## src/rtl/mmio_tx_poller.sv

```systemverilog
// mmio_tx_poller: byte FIFO drained into a memory-mapped UART by polling.
// The FSM polls the status register until tx-ready is set, then writes one byte.
// Optional feature: define MMIO_TX_STATS_EN to add the bytes_sent counter output.
module mmio_tx_poller #(
  parameter int          FIFO_DEPTH  = 8,
  parameter logic [31:0] STATUS_ADDR = 32'h8000_0000,
  parameter logic [31:0] TX_ADDR     = 32'h8000_0008,
  parameter int          POLL_GAP    = 4
) (
  input  logic        clk,
  input  logic        rst,
  input  logic [7:0]  push_data,
  input  logic        push_valid,
  output logic        push_ready,
  output logic [31:0] mmio_addr,
  output logic        mmio_rd,
  output logic        mmio_wr,
  output logic [31:0] mmio_wdata,
  input  logic [31:0] mmio_rdata,
  output logic        busy
`ifdef MMIO_TX_STATS_EN
  ,
  output logic [31:0] bytes_sent
`endif
);

  localparam int              AW        = (FIFO_DEPTH > 1) ? $clog2(FIFO_DEPTH) : 1;
  localparam logic [AW:0]     DEPTH_CNT = (AW+1)'(FIFO_DEPTH);
  localparam logic [AW:0]     CNT_ONE   = (AW+1)'(1);
  localparam logic [AW-1:0]   PTR_ONE   = AW'(1);
  localparam logic [7:0]      GAP_LOAD  = 8'(POLL_GAP - 1);

  typedef enum logic [1:0] {
    IDLE = 2'd0,
    POLL = 2'd1,
    SEND = 2'd2,
    GAP  = 2'd3
  } state_t;

  state_t          state;
  logic [7:0]      mem [FIFO_DEPTH];
  logic [AW-1:0]   wr_ptr;
  logic [AW-1:0]   rd_ptr;
  logic [AW:0]     count;
  logic [AW:0]     count_next;
  logic [7:0]      gap_cnt;
  logic [7:0]      head;
  logic            push_fire;
  logic            pop;
  logic            tx_ready;
  logic            unused_rdata;

  // Only bit 0 of the status word carries meaning; the rest is deliberately dropped.
  assign tx_ready     = mmio_rdata[0];
  assign unused_rdata = ^mmio_rdata[31:1];

  // Full is judged on the registered count, so a pop never frees a slot in the same cycle.
  assign push_ready = (count < DEPTH_CNT);
  assign push_fire  = push_valid && push_ready;
  assign pop        = (state == SEND);
  assign head       = mem[rd_ptr];
  assign busy       = (count != '0) || (state != IDLE);

  // Occupancy after this edge, used by SEND to decide between POLL and IDLE.
  always_comb begin
    count_next = count;
    if (push_fire && !pop) begin
      count_next = count + CNT_ONE;
    end else if (!push_fire && pop) begin
      count_next = count - CNT_ONE;
    end
  end

  // Byte storage; contents need no reset because count gates every read.
  always_ff @(posedge clk) begin
    if (push_fire) begin
      mem[wr_ptr] <= push_data;
    end
  end

  // FIFO pointers wrap naturally because the depth is a power of two.
  always_ff @(posedge clk or negedge rst) begin
    if (!rst) begin
      wr_ptr <= '0;
      rd_ptr <= '0;
      count  <= '0;
    end else begin
      if (push_fire) begin
        wr_ptr <= wr_ptr + PTR_ONE;
      end
      if (pop) begin
        rd_ptr <= rd_ptr + PTR_ONE;
      end
      count <= count_next;
    end
  end

  // Poll/send controller with registered MMIO strobes; addr and data idle at zero.
  always_ff @(posedge clk or negedge rst) begin
    if (!rst) begin
      state      <= IDLE;
      gap_cnt    <= '0;
      mmio_rd    <= 1'b0;
      mmio_wr    <= 1'b0;
      mmio_addr  <= '0;
      mmio_wdata <= '0;
    end else begin
      mmio_rd    <= 1'b0;
      mmio_wr    <= 1'b0;
      mmio_addr  <= '0;
      mmio_wdata <= '0;
      case (state)
        IDLE: begin
          if (count != '0) begin
            state     <= POLL;
            mmio_rd   <= 1'b1;
            mmio_addr <= STATUS_ADDR;
          end
        end
        POLL: begin
          if (tx_ready) begin
            state      <= SEND;
            mmio_wr    <= 1'b1;
            mmio_addr  <= TX_ADDR;
            mmio_wdata <= {24'b0, head};
          end else begin
            state   <= GAP;
            gap_cnt <= GAP_LOAD;
          end
        end
        GAP: begin
          if (gap_cnt == '0) begin
            state     <= POLL;
            mmio_rd   <= 1'b1;
            mmio_addr <= STATUS_ADDR;
          end else begin
            gap_cnt <= gap_cnt - 8'd1;
          end
        end
        SEND: begin
          if (count_next != '0) begin
            state     <= POLL;
            mmio_rd   <= 1'b1;
            mmio_addr <= STATUS_ADDR;
          end else begin
            state <= IDLE;
          end
        end
        default: begin
          state <= IDLE;
        end
      endcase
    end
  end

`ifdef MMIO_TX_STATS_EN
  // Running count of bytes written to the UART, wrapping at 2^32.
  always_ff @(posedge clk or negedge rst) begin
    if (!rst) begin
      bytes_sent <= '0;
    end else if (pop) begin
      bytes_sent <= bytes_sent + 32'd1;
    end
  end
`endif

endmodule
```

## config.mk

```make
export PLATFORM = sky130hd
export DESIGN_NAME = mmio_tx_poller
export DESIGN_NICKNAME = d
export VERILOG_FILES = /design/src/rtl/mmio_tx_poller.sv
export SDC_FILE = /design/constraint.sdc
export NUM_CORES = 1
export LEC_CHECK = 0
export CORE_ASPECT_RATIO = 0.75
export CORE_MARGIN = 3
export CORE_UTILIZATION = 27
export CTS_CLUSTER_DIAMETER = 60
export DETAILED_ROUTE_END_ITERATION = 6
export DONT_BUFFER_PORTS = 1
export HOLD_SLACK_MARGIN = 0.06
export MAX_ROUTING_LAYER = met4
export PLACE_DENSITY = 0.52
export RECOVER_POWER = 25
export SYNTH_ARGS = -nofsm -noshare
export SYNTH_HDL_FRONTEND = slang
export SYNTH_SLANG_ARGS = --single-unit
```

## constraint.sdc

```tcl
create_clock -name clk -period 2.6 [get_ports clk]
set_clock_uncertainty 0.05 [all_clocks]
set_input_delay 0.52 -clock clk [delete_from_list [all_inputs] [get_ports clk]]
set_output_delay 0.52 -clock clk [all_outputs]
set_load 0.005 [all_outputs]
```

* After elaboration in Yosys (flattened, before gate mapping)
Memory sizes are Yosys's and may differ from the RTL's. Cells that the tools add are included.
Storage, ports and cells: register bits 86, RAM bits 64, input port bits 43, output and inout port bits 68, logic and storage cells 62, memories kept 1
Cells by class: add/sub/neg operators 5, order comparisons 1, equal/unequal tests 7, mux-type cells 25, reductions and logical operators 14
Memories:
- mem | words 8, bits a word 8, rd ports 1, clocked after Yosys merged registers in 0, wr ports 1, line 41 | logic [7:0] mem [FIFO_DEPTH];
Operators by type and width (number):
- 2-to-1 mux 32 bit | 4
- one-hot mux 32 bit (4 select lines) | 1
- 2-to-1 mux 8 bit | 4
- one-hot mux 8 bit (2 select lines) | 1
- 2-to-1 mux 1 bit | 9
- zero test 8 bit | 1
- 2-to-1 mux 4 bit | 2
- != test 2 bit (second input constant) | 4
- one-hot mux 2 bit (4 select lines) | 1
- nonzero test 4 bit | 2
- subtractor 8 x 1 -> 8 bit (second input constant) | 1
- adder 3 x 1 -> 3 bit (second input constant) | 2
- adder 4 x 1 -> 4 bit (second input constant) | 1
- equality test 2 bit (second input constant) | 2
- less-than comparator 4 bit (second input constant) | 1
- 2-to-1 mux 2 bit | 2
- nonzero test 2 bit | 2
- subtractor 4 x 1 -> 4 bit (second input constant) | 1
- logical AND 1 bit | 3
- one-hot mux 1 bit (3 select lines) | 1
- AND reduction 3 bit | 1
- equality test 2 x 1 -> 1 bit (second input constant) | 1
- zero test 1 bit | 2
- zero test 2 bit | 1
- 2 further kinds | 2

* Longest topological paths before layout
word-level depth 9, gate-level depth with buffers 8, depth with buffers taken out 8

* Worst setup path before layout
No wires, ideal clock.
kind input-to-reg, from in push_valid, to mem mem[0][0], enable pin, setup time 383 ps, arrival 1649 ps, data required time 2167 ps, slack 518 ps, stages on the path 4, buffers on the path 1, cells stage by stage nor2b_2 -> buf_6 -> or2b_1 -> nor3_1
On the way: word-level cells in the longest chain between the ends 3
RTL lines:
- start: declaration | line 13 | input logic push_valid,
- logical AND 1 bit | line 59 | assign push_fire = push_valid && push_ready;
- 2-to-1 mux 1 bit | line 76 | if (push_fire) begin
- 2-to-1 mux 1 bit (implied by the code) | line 77 | mem[wr_ptr] <= push_data;
- end: declaration | line 41
Every way passes these cells.

* Final worst setup path
from reg state[0], to reg state[0]
On the way: word-level cells in the longest chain between the ends 7, elaborated cells between the ends (all ways) 15, those cells by class 5 x eq/ne; 4 x mux; 6 x reduce/logical
RTL lines:
- start: declaration | line 40 | state_t state;
- start signal: assignment | line 101 | state <= IDLE;
- start signal: assignment | line 115 | state <= POLL;
- start signal: assignment | line 122 | state <= SEND;
- equality test 2 bit * | line 60 | assign pop = (state == SEND);
- logical AND 1 bit or zero test 1 bit (tied branches) | line 69, 67
- 2-to-1 mux 4 bit or logical AND 1 bit (tied branches) | line 69, 67
- 2-to-1 mux 4 bit * | line 67 | if (push_fire && !pop) begin
- net count_next[2] | line 45 | logic [AW:0] count_next;
- nonzero test 4 bit * | line 141 | if (count_next != '0) begin
- 2-to-1 mux 1 bit * | line 141
- one-hot mux 2 bit (4 select lines) * | line 112 | case (state)
Mark *: on every way through the listed nets, which the timed path passes. The rest lies on a longest branch. A chain may end at the register's enable or synchronous reset.

==> reports/results.env <==
SYN-INSTANCE-COUNT=305
NNETSFINAL=379
PLACE.GP.CONGESTION=0.756
YS_FF_LATCH=96
NET_SWITCHING_POWER_FIGURE_mW=1.54
EDFF_COUNT_SYNTH=64
R2R_CELLS=7
POWER_DENSITY_nW_PER_UM2=976
BOUNDARYPINS=111
R2R-START='state[0]'
SUM_OF_ROUTED_WIRE_LENGTH_OVER_ALL_LAYERS_UM=7870
REMAINING_GLOBAL_ROUTE_OVERFLOW=0
CTS_MADE_BUFFERS=9
POST_SYNTH_MOST_FREQUENT_CELLS='64 x sky130_fd_sc_hd__edfxtp_1, 55 x sky130_fd_sc_hd__buf_4, 32 x sky130_fd_sc_hd__dfrtp_1'
SETUP.REG_TO_REG.WORST_SLACK_NS=0.41
DIE_Y_UM=117
POWER.IR.VDD_WORST_mV=0.325
DIEWIDTH_UM=154
WORST_SETUP_PATH_STARTPOINT='state[0]'
CLOCKBUFFERDEPTH=2
PATH_CLK_SLEW_NS=0.08
PLACE_HPWL_UM=5440
WORST_SLEW_PIN_SLEW_NS=0.584
FINISH.UTILIZATION_PCT=31.3
DETAIL_ROUTE.FIRST_PASS.ITERATIONS=4
FINALSETUPTNS_NS=0
CLK-INSERTION-DELAY-LATE_NS=0.35
VIA_COUNT_OF_THE_FIRST_GLOBAL_ROUTING_PASS=2140
RSZ0062_AT_GRT='no'
WORST-PATH-MAX-FANOUT=6
PIN_COUNT_OF_THE_BIGGEST_NET_ENTERING_GLOBAL_ROUTING=33
INTPOWER_mW=3.25
CRIT_PATH_START_KIND='flop'
TRACK_USAGE_PCT=9.46
GLOBAL_ROUTE_WIRE_LENGTH_BEFORE_REPAIR_UM=12500
PORT_BUFFERS=0
SYNTH_SEQUENTIAL_AREA_RATIO_PCT=61.4
STD_CELL_ROWS=39
DIEAREA_UM2=18000
POST_ROUTE_CELLS_DRIVE_ABOVE_1_SHARE_PCT=17.3
CTS_NUM_SINKS=96
FINALWORSTSETUPSLACK_NS=0.409
FINAL_MAX_SLEW_VIOL_COUNT=0
ROUTED-VIA-COUNT=2206
TIMING.SLEW.HEADROOM_PCT=61.1
TIMING.FINAL.CRIT_SHARE_PCT=84.3
INITIAL_UTILIZATION_PCT=28.3
CRIT_ARRIVAL_NS=2.35
SYN_AREA_UM2=4440
DRV.MAX_CAP_VIOLATION_COUNT=0
YOSYS_MOST_USED_DFF='sky130_fd_sc_hd__edfxtp_1'
PLACE_WS_NS=0.394
CP_DATA_REQUIRED_TIME_NS=2.76
CTS_REPAIR_RESIZE_COUNT=0
CLOCK_POWER_SHARE_PCT=29.5
AVGSYNTHCELLAREA_UM2=14.5
COMBINATIONALPOWERSHARE_PCT=27.3
YOSYSMOSTFREQUENTCELL='sky130_fd_sc_hd__edfxtp_1'
P_LEAK_nW=1.91
SYNTH_TOP_AREA_SHARE_PCT=43.3
CTS_TREE='yes'
TIMING.CRITICAL_PATH.TO_TYPE='flop'
SYNTHARSTFLOPSHARE_PCT=33.3
FMAX_GHz=0.456
NETSWITCHINGFRACTION_PCT=32.1
CORE_AREA_UM2=15700
FINAL-HOLD-VIOLATION-COUNT=0
PERIOD_MINUS_SLACK_NS=2.19
SYNTH_AREA_LEADERS='sky130_fd_sc_hd__edfxtp_1 43%, sky130_fd_sc_hd__dfrtp_1 18%, sky130_fd_sc_hd__buf_4 9.3%'
ANTENNA_LEFT=0
MIN_PATH_TYPE='primary input to flop'
INITIAL_ANTENNA_VIOLATION_COUNT=0
NFILLCELLS=1530
ANTENNADIODECOUNT=0
YOSYSWARNINGS=0
RUN_STATUS='completed'
FLOW.AREA_GROWTH_FROM_SYNTHESIS_PCT=10.7
DRT-INITIAL-DRC-COUNT=159
ROUTE.DETAILED.DRC=0
POWER.SHARE.SEQUENTIAL_PCT=43.2
SETUP_VIOLATIONS=0
CRITPATHCAPTURE='state[0]'
DETAIL_ROUTE.VIAS_PER_CELL=4.13
TOP_CELL_TYPE_BY_TOTAL_AREA_AFTER_SYNTHESIS='sky130_fd_sc_hd__edfxtp_1'
CAPTURE_POINT_OF_THE_WORST_REG_TO_REG_PATH='state[0]'
WIRE_PER_INST_UM=14.7
WORSTSETUPPATHTYPE='flop to flop'
CTS_ROOT_BUF='sky130_fd_sc_hd__clkbuf_16'
CTS_H_TREE_LVLS=3
YS_TYPES=39
[state kept, by name, indices dropped and copies added (netlist names), 2 cells and up]
register,cells
mem,64
state,2
wr_ptr,3
mmio_addr,2
count,4
mmio_wdata,8
gap_cnt,8
rd_ptr,3
[stage by stage]
| step | hold slack (ns) | area (um^2) | total power, mW | cells |
|---|---|---|---|---|
| 6_report | 0.213 | 4910 | 4.79 | 534 |
| 2_1_floorplan | 0.174 | 4630 | 3.18 | 358 |
| 3_5_place_dp | 0.176 | 4560 | 3.43 | 516 |
| 5_1_grt | 0.198 | 4910 | 5.11 | 534 |
| 3_3_place_gp | 0.175 | 4560 | 3.40 | 516 |
| 4_1_cts | 0.200 | 4910 | 4.87 | 534 |
[worst max-delay path, cell delays in order (launching register included)]
cell	delay [ns]
sky130_fd_sc_hd__dfrtp_1	0.40
sky130_fd_sc_hd__inv_1	0.09
sky130_fd_sc_hd__ha_1	0.31
sky130_fd_sc_hd__nor3b_2	0.34
sky130_fd_sc_hd__a2bb2oi_2	0.11
sky130_fd_sc_hd__xnor2_1	0.17
sky130_fd_sc_hd__o41ai_4	0.41
sky130_fd_sc_hd__a41oi_1	0.16
[power groups by stage]
stage                     Clock, mW  Combinational [mW]  Sequential [mW]
after floorplan                   0                1.16             2.02
after global placement            0                1.29             2.11
after detailed placement          0                1.32             2.11
after CTS                      1.44                1.34             2.08
after global routing           1.50                1.50             2.11
final                          1.41                1.31             2.07
[logic make-up (layout without fill, tap and decap cells)]
logic type | count (synthesis) | count (layout) | synth area share [%]
flops | 96 | 96 | 61.4
buf+inv | 73 | 44 | 11.1
simple gates | 67 | 67 | 7.59
mux | 27 | 27 | 10.7
compound gates | 18 | 18 | 3.67
fa+ha+maj | 12 | 12 | 3.38
xor+xnor | 11 | 11 | 2.17
other cells | 1 | 54 | 0.0845
[per-layer routing]
layer	GRT usage (%)	routed length, um	vias up
li1	-	-	1027
met1	11.6	3420	1095
met2	14.9	3790	76
met3	3.49	585	8
met4	2.65	86	0
met5	-	0	-
[layout make-up]
type                       instances  area, um^2  share of cell area [%]
sequential                        96        2720                    55.5
multi-input combinational        189        1420                    29.0
clock inverter                     7        95.1                    1.94
clock buffer                       9         225                    4.59
timing repair buffer              18         150                    3.06
tap                              205         256                    5.23
inverter                          10        37.5                   0.765
[worst min path at each step]
stage                            start       endpoint  slack (ns)  cells past startpoint
final                     push_data[0]      mem[3][0]        0.21                      0
after global placement             rst  mmio_wdata[5]        0.18                      0
after floorplan                    rst       count[0]        0.17                      0
after global routing      push_data[2]      mem[2][2]        0.20                      0
after CTS                 push_data[2]      mem[2][2]        0.20                      0
after detailed placement           rst  mmio_wdata[5]        0.18                      0
[placed cells by master, fill, tap and decap left out, drive strengths merged, types with 9 or more instances in the layout]
cell,synthesis,final
buf,58,17
clkbuf,5,9
conb,1,54
dfrtp,32,32
edfxtp,64,64
ha,12,12
inv,10,15
mux2i,9,9
mux4,16,16
nand2,13,13
nor2,28,28
[timing repair]
item                      CTS  global route
hold endpoints to repair   32             0
hold buffers                2             0
setup buffers               0             0
No activity file was read; power rests on OpenSTA's default activity.
